## config.mk

```make
export PLATFORM = sky130hd
export DESIGN_NAME = ceespu_regfile_mp_flat
export DESIGN_NICKNAME = d
export VERILOG_FILES = /design/src/rtl/ceespu_regfile_mp_if.sv /design/src/rtl/ceespu_regfile_mp.sv /design/src/flat_wrapper.sv
export SDC_FILE = /design/constraint.sdc
export NUM_CORES = 2
export LEC_CHECK = 0
export CAP_MARGIN = 5
export CORE_ASPECT_RATIO = 1.25
export CORE_MARGIN = 2
export CORE_UTILIZATION = 40
export CTS_CLUSTER_DIAMETER = 30
export DETAILED_ROUTE_END_ITERATION = 8
export SLEW_MARGIN = 25
export SYNTH_ARGS = -nofsm -noshare
export SYNTH_HDL_FRONTEND = slang
export SYNTH_SLANG_ARGS = --single-unit
```

## constraint.sdc

```tcl
create_clock -name I_clk -period 7.05 [get_ports I_clk]
set_input_delay 1.41 -clock I_clk [delete_from_list [all_inputs] [get_ports I_clk]]
set_output_delay 1.41 -clock I_clk [all_outputs]
set_load 0.02 [all_outputs]
```

## src/rtl/ceespu_regfile_mp_if.sv

```systemverilog
// Bus bundle for the multi-port register file: read selects/data, two write ports, status.
// master = decode/writeback side driving indices and write data, slave = the register file.
interface ceespu_regfile_mp_if #(
  parameter int DATA_W = 32,
  parameter int ADDR_W = 5,
  parameter int NUM_RD = 2
);
  logic [NUM_RD*ADDR_W-1:0] I_sel;
  logic [NUM_RD*DATA_W-1:0] O_data;
  logic                     I_weA;
  logic [ADDR_W-1:0]        I_selA;
  logic [DATA_W-1:0]        I_dataA;
  logic                     I_weB;
  logic [ADDR_W-1:0]        I_selB;
  logic [DATA_W-1:0]        I_dataB;
  logic                     O_busy;
  logic                     O_collide;

  modport master (
    output I_sel, I_weA, I_selA, I_dataA, I_weB, I_selB, I_dataB,
    input  O_data, O_busy, O_collide
  );

  modport slave (
    input  I_sel, I_weA, I_selA, I_dataA, I_weB, I_selB, I_dataB,
    output O_data, O_busy, O_collide
  );
endinterface

```

## src/rtl/ceespu_regfile_mp.sv

```systemverilog
// Multi-port register file with two write ports; reads are combinational, writes land on the edge.
// No backpressure: O_busy stays high for DEPTH cycles after reset while the array is cleared.
module ceespu_regfile_mp #(
  parameter int                DATA_W   = 32,
  parameter int                ADDR_W   = 5,
  parameter int                NUM_RD   = 2,
  parameter int                ZERO_REG = 1,
  parameter int                BYPASS   = 1,
  parameter int                SP_IDX   = 18,
  parameter logic [DATA_W-1:0] SP_INIT  = 'h0000fff0
) (
  input logic                  I_clk,
  input logic                  I_rst,
  ceespu_regfile_mp_if.slave   bus
);
  localparam int DEPTH = 2**ADDR_W;

  typedef enum logic {
    CLEAR = 1'b0,
    READY = 1'b1
  } state_t;

  state_t              state, stateNext;
  logic [ADDR_W-1:0]   cnt, cntNext;
  logic                collide, collideNext;
  logic [DATA_W-1:0]   mem [DEPTH];

  logic                ready;
  logic                weAEff;
  logic                weBEff;
  logic                sameIdx;
  logic [DATA_W-1:0]   clearVal;

  assign ready    = (state == READY);
  // Effective enables already fold in the clear lockout and the hardwired zero register.
  assign weAEff   = ready && bus.I_weA && !((ZERO_REG != 0) && (bus.I_selA == '0));
  assign weBEff   = ready && bus.I_weB && !((ZERO_REG != 0) && (bus.I_selB == '0));
  assign sameIdx  = (bus.I_selA == bus.I_selB);
  assign clearVal = (cnt == ADDR_W'(SP_IDX)) ? SP_INIT : '0;

  always_ff @(posedge I_clk) begin
    if (I_rst) begin
      state   <= CLEAR;
      cnt     <= '0;
      collide <= 1'b0;
    end else begin
      state   <= stateNext;
      cnt     <= cntNext;
      collide <= collideNext;
    end
  end

  always_comb begin
    stateNext   = state;
    cntNext     = cnt;
    collideNext = 1'b0;
    case (state)
      CLEAR: begin
        cntNext = cnt + 1'b1;
        if (cnt == ADDR_W'(DEPTH - 1)) begin
          stateNext = READY;
        end
      end
      READY: begin
        collideNext = weAEff && weBEff && sameIdx;
      end
      default: begin
        stateNext = CLEAR;
        cntNext   = '0;
      end
    endcase
  end

  // Port B is written last so it owns a shared index.
  always_ff @(posedge I_clk) begin
    if (!I_rst) begin
      if (!ready) begin
        mem[cnt] <= clearVal;
      end else begin
        if (weAEff && !(weBEff && sameIdx)) begin
          mem[bus.I_selA] <= bus.I_dataA;
        end
        if (weBEff) begin
          mem[bus.I_selB] <= bus.I_dataB;
        end
      end
    end
  end

  assign bus.O_busy    = !ready;
  assign bus.O_collide = collide;

  for (genvar k = 0; k < NUM_RD; k++) begin : gRd
    logic [ADDR_W-1:0] rs;
    logic [DATA_W-1:0] rd;

    assign rs = bus.I_sel[k*ADDR_W +: ADDR_W];

    always_comb begin
      rd = mem[rs];
      if (!ready || ((ZERO_REG != 0) && (rs == '0))) begin
        rd = '0;
      end else if ((BYPASS != 0) && weBEff && (bus.I_selB == rs)) begin
        rd = bus.I_dataB;
      end else if ((BYPASS != 0) && weAEff && (bus.I_selA == rs)) begin
        rd = bus.I_dataA;
      end
    end

    assign bus.O_data[k*DATA_W +: DATA_W] = rd;
  end
endmodule
```

## src/flat_wrapper.sv

```systemverilog
// flat-port wrapper written by rule: the top's interface ports become plain ports
module ceespu_regfile_mp_flat 
#(
  parameter int                DATA_W   = 32,
  parameter int                ADDR_W   = 5,
  parameter int                NUM_RD   = 2,
  parameter int                ZERO_REG = 1,
  parameter int                BYPASS   = 1,
  parameter int                SP_IDX   = 18,
  parameter logic [DATA_W-1:0] SP_INIT  = 'h0000fff0
)
  (I_clk, I_rst, bus_I_sel, bus_I_weA, bus_I_selA, bus_I_dataA, bus_I_weB, bus_I_selB, bus_I_dataB, bus_O_data, bus_O_busy, bus_O_collide);
  ceespu_regfile_mp_if #(.DATA_W(DATA_W), .ADDR_W(ADDR_W), .NUM_RD(NUM_RD)) bus_i ();
  input logic I_clk;
  input logic I_rst;
  input wire logic [$bits(bus_i.I_sel)-1:0] bus_I_sel;
  input wire logic [$bits(bus_i.I_weA)-1:0] bus_I_weA;
  input wire logic [$bits(bus_i.I_selA)-1:0] bus_I_selA;
  input wire logic [$bits(bus_i.I_dataA)-1:0] bus_I_dataA;
  input wire logic [$bits(bus_i.I_weB)-1:0] bus_I_weB;
  input wire logic [$bits(bus_i.I_selB)-1:0] bus_I_selB;
  input wire logic [$bits(bus_i.I_dataB)-1:0] bus_I_dataB;
  output wire logic [$bits(bus_i.O_data)-1:0] bus_O_data;
  output wire logic [$bits(bus_i.O_busy)-1:0] bus_O_busy;
  output wire logic [$bits(bus_i.O_collide)-1:0] bus_O_collide;
  assign bus_i.I_sel = bus_I_sel;
  assign bus_i.I_weA = bus_I_weA;
  assign bus_i.I_selA = bus_I_selA;
  assign bus_i.I_dataA = bus_I_dataA;
  assign bus_i.I_weB = bus_I_weB;
  assign bus_i.I_selB = bus_I_selB;
  assign bus_i.I_dataB = bus_I_dataB;
  assign bus_O_data = bus_i.O_data;
  assign bus_O_busy = bus_i.O_busy;
  assign bus_O_collide = bus_i.O_collide;
  ceespu_regfile_mp #(.DATA_W(DATA_W), .ADDR_W(ADDR_W), .NUM_RD(NUM_RD), .ZERO_REG(ZERO_REG), .BYPASS(BYPASS), .SP_IDX(SP_IDX), .SP_INIT(SP_INIT)) u_core (.I_clk(I_clk), .I_rst(I_rst), .bus(bus_i));
endmodule
```

# Yosys cells after proc, flatten, opt, wreduce, memory -nomap -nowiden
# Memories as Yosys holds them, arrays and structs flattened.
# Cells that the tools add are included.
[totals] regBits=7 mem_bits_rw=1024 out_inout_bits=66 elab_cells=60 n_memories=1
[memory_table] name="u_core.mem" depth=32 width=32 rd=2 rd_ports_with_merged_regs=0 wr=2 line="ceespu_regfile_mp.sv:26" source="logic [DATA_W-1:0] mem [DEPTH];"
[classes] add_sub_neg=1 n_eq_ne=7 muxes=23 bitwise_logic=1 reduce_logical=24
[ops] cell="two-way mux 32 bit" count=7
[ops] cell="OR reduction 32 bit" count=1
[ops] cell="== test 5 bit" count=5
[ops] cell="zero test 5 bit" count=4
[ops] cell="two-way mux 16 bit" count=1
[ops] cell="two-way mux 1 bit" count=14
[ops] cell="logical AND 1 bit" count=12
[ops] cell="== test 5 bit, second input constant" count=2
[ops] cell="adder 5 x 1 -> 5 bit, second input constant" count=1
[ops] cell="two-way mux 5 bit" count=1
[ops] cell="zero test 1 bit" count=4
[ops] cell="logical OR 1 bit" count=2
[ops] cell="OR reduction 2 bit" count=1
[ops] cell="inverter 1 bit" count=1

# Logic depth before layout (Yosys ltp)
[logic_depth] ltp_word=12 ltp_mapped=9 mapped_depth_nobuf=5

# Worst setup path before layout
# No wires, ideal clock.
[synth_timing] path_type="input -> register" from="input port bus_I_selA[1]" to="memory u_core.mem[5][0] (enable)" arrival_time_ns=5.179 t_required_ns=6.584 slack_ns=1.405 stages=9 cell_sequence="buf_2 xor2_1 a211o_1 o31a_1 buf_6 buf_6 buf_4 mux2i_1 o21ai_0"
[synth_rtl] item="from (decl)" line="flat_wrapper.sv:18" source="input wire logic [$bits(bus_i.I_selA)-1:0] bus_I_selA;"
[synth_rtl] item="to (decl)" line="ceespu_regfile_mp.sv:26"

# Final worst setup path
[layout_timing] from="input port bus_I_sel[6]" to="output port bus_O_data[35]"
[layout_between] elab_chain_cells=5 elab_cells_between_ends=10 classes_between="eq/ne: 2; mux: 3; reduce/logical: 4; memory: 1"
[layout_rtl] item="from (decl)" line="flat_wrapper.sv:16" source="input wire logic [$bits(bus_i.I_sel)-1:0] bus_I_sel;"
[layout_rtl] item="parallel branches: the longest is 4 deep, another holds memory (32 x 32 bit)"
[layout_rtl] item="two-way mux 32 bit *" line="ceespu_regfile_mp.sv:101" source="if (!ready || ((ZERO_REG != 0) && (rs == '0))) begin"
[layout_rtl] item="to (decl)" line="flat_wrapper.sv:23" source="output wire logic [$bits(bus_i.O_data)-1:0] bus_O_data;"
# Every way passes the cells marked *.

==> results.md <==
* Status: finished, final reports clean
* CTS max path bufs at 4
* FF+latch count, synth at ~1000
* Startpoint types: input port
* Buf/Inv on CP at 3
* Required @ worst endpoint at 5640 ps
* Clock Latency Late Sink at 910 ps
* First-pass GRT wire length at 349000 microns
* CTS tree: built
* Critical-path top delay cell: o211ai_1
* Number of synthesized flops with an enable pin at about 1000
* All-Layer GR Usage at 0.313
* Crit path arrival time at 5280 ps
* Hpwl dp at about 160000 microns
* Via Count at about 50000
* 1st-iter DRT viols at 7603
* Hold Crit Depth at 2
* Post-CTS sizing at 0
* Total negative slack at 0 ps
* DRC at 0
* Routability Congestion at ~0.97
* Largest net degree at the start of global routing at 82
* Post-route ant nets at 0
* Synth top cells by count: 1024 x edfxtp_1, 735 x nand2_1, 652 x o21ai_0, 510 x clkbuf_1, 414 x nor2_1
* Async set or reset register ratio after synthesis at 0
* Setup slack, reg-to-reg at around 2900 ps
* Nets at approximately 5700
* Postcts setup bufs at 0
* Syn_area_per_cell at 10.9 sq um
* Worst path cell trace: clkdlybuf4s50_1 > buf_4 > or2_2 > nor3_1 > nor2_1 > nand3b_1 > o211ai_1 > clkdlybuf4s50_1
* Multi-input logic area at approximately 28000 sq um
* Post-synth net total at ~5700
* Critical path type: input port to output port
* Slew HR at 0.267
* Via-to-Cell Ratio at ~6.4
* Clock sinks at between 1000 and 1500
* Area delta synth->final at 21.6%
* Hold_sp: u_core.cnt[0]$_SDFFE_PP0N_
* TritonRoute pass-1 iters at 6
* DR WL/cell at about 32 microns
* Critical R2R Capture: u_core.mem[6][30]$_DFFE_PP_
* Top FF cell, synth: edfxtp_1
* Final period util at 0.948
* Top cell by count, worst path: clkdlybuf4s50_1
* Clk root buf: clkbuf_16
* Syn. warnings at 0
* Total CTS buffers at about 280
* Period minus WS final at 6690 ps
* Top cell family by delay on the critical path: buffers and inverters
* Pwr/cell area at approximately 270 nW/um^2
* Setup crit end kind: output port
* Die Y at about 440 microns
* Worst setup margin at around 360 ps
* Die area at approximately 160000 sq um
* Yosys cell types at between 50 and 60
* Leakage power at approximately 0.025 uW
* Grt ovf at 0
* Hold-fix buffers, CTS at 0
* Initial antenna violation count at 16
* Die W at 353 microns
* Layout Skew at roughly 61 ps
* Hold Path Sink: u_core.cnt[0]$_SDFFE_PP0N_
* FMAX at roughly 150 MHz
* RSZ-0062 raised after global routing: false
* Post-synth top area cell: edfxtp_1
* Seq. cell area at 30900 sq um
* Row cnt at 160
* Max-capacitance violation count at 0
* CP peak stage delay at just under 900 ps
* Vias in the first global route at 48900
* Worst r2r src: u_core.ready$_SDFF_PP0_
* FF-to-FF path depth at 7
* Post-Syn Area at approximately 61000 sq um
* Final Hold Vio Count at 0
* Tightest Pin Transition at roughly 1100 ps
* Area share of the leading cell type in the synthesized netlist at 0.504
* Initial cell density of the core at 0.402
* Max FO, Critical Path at 15
* Setup violations, final at 0
* Worst min-delay path class: flip-flop to flip-flop
* Post-synthesis sequential area ratio at 0.507
* Max Slew Vio Count at 0
* Post-Route WL at approximately 250000 microns
* I/O Buffers at 153
* Synth area leaders: edfxtp_1 50%, mux4_2 9.7%, o21ai_0 5.4%
* VDD IR max at approximately 0.00026 V
* # IOs at between 150 and 200
* CORE AREA at roughly 150000 sq um
* Clk pin slew, worst setup/hold paths at about 40 ps
* Layout cells sized above 1 at 0.225
* Pre-CTS setup slack at about 620 ps
* H-tree Lvls at 5
* Most frequent cell after synthesis: edfxtp_1
* Fill cells at between 10000 and 15000
* Cells after Synth at 5577
routing by layer:
layer | vias to the layer above | GRT usage | share of wire
met5 | - | 0 | 0.00057
li1 | 21100 | - | -
met1 | 24600 | 0.364 | 0.34
met4 | 22 | 0.216 | 0.077
met2 | 3621 | 0.500 | 0.46
met3 | 952 | 0.0939 | 0.12
how the worst max path moves through the flow:
stage                              from                    endpoint  cells past startpoint
after floorplan           bus_I_selA[1]  u_core.mem[5][0]$_DFFE_PP_                      9
after global placement     bus_I_sel[3]              bus_O_data[18]                      7
after detailed placement   bus_I_sel[6]              bus_O_data[51]                      9
after CTS                  bus_I_sel[6]              bus_O_data[51]                      9
after global routing       bus_I_sel[3]              bus_O_data[18]                      7
final                      bus_I_sel[6]              bus_O_data[35]                      8
layout make-up:
cell class                 instances  share of cell area
antenna                            4            0.000135
tap                             2025              0.0342
inverter                          39             0.00197
sequential                      1031               0.417
timing repair buffer             422              0.0543
clock buffer                     319              0.0973
multi-input combinational       3816               0.373
clock inverter                   157              0.0222
worst min-delay path, cell delays in order, from the launching register on:
cell     delay (ps)
dfxtp_1         360
xor2_1          160
nor2_1           50
report_power, final:
group,leakage [uW],total [uW],switching [uW],internal (uW)
Sequential,0.00892,6730,20.2,6710
Clock,0.00430,12100,3740,8380
Combinational,0.0119,1270,836,434
cells by family after synthesis:
kind of cell               share of synthesized area
DFF                                            0.507
AOI/OAI and AO/OA                              0.150
and+or+nand+nor                               0.0977
xor gates and xnor gates                     0.00402
muxes                                          0.191
adders and majority gates                   0.000616
buffers and inverters                         0.0505
through the flow:
step	total power, uW	std cells	instance area [sq um]	utilization	hold WS, ps
after floorplan	7520	5577	61000	-	544
after global placement	8060	7328	65100	0.429	599
after detailed placement	8060	7331	65200	0.430	594
after CTS	20100	7807	74100	0.488	610
after global routing	20500	7809	74100	0.489	641
final	20100	7813	74200	0.489	619
cell usage in the layout, fill, tap and decap left out, drive strengths merged, types with 12 or more instances in the layout:
| cell type | n |
|---|---|
| bufinv | 32 |
| o22ai | 126 |
| inv | 46 |
| clkinvlp | 19 |
| clkinv | 99 |
| buf | 279 |
| mux4 | 262 |
| clkbuf | 319 |
| nor3 | 153 |
| edfxtp | 1024 |
| o21ai | 653 |
| nand3 | 70 |
| a22o | 186 |
| o211ai | 64 |
| xor2 | 17 |
| mux2i | 278 |
| nand2 | 735 |
| nor2 | 414 |
| a22oi | 63 |
| mux2 | 249 |
| o31ai | 62 |
| a21oi | 375 |
| clkdlybuf4s50 | 143 |
| nand2b | 12 |
registers in the layout, indices dropped and copies added, names as in the netlist:
name	flops
u_core.cnt	5
u_core.bus.O_collide	1
u_core.ready	1
u_core.mem	1024
(Power assumes the default switching activity.)
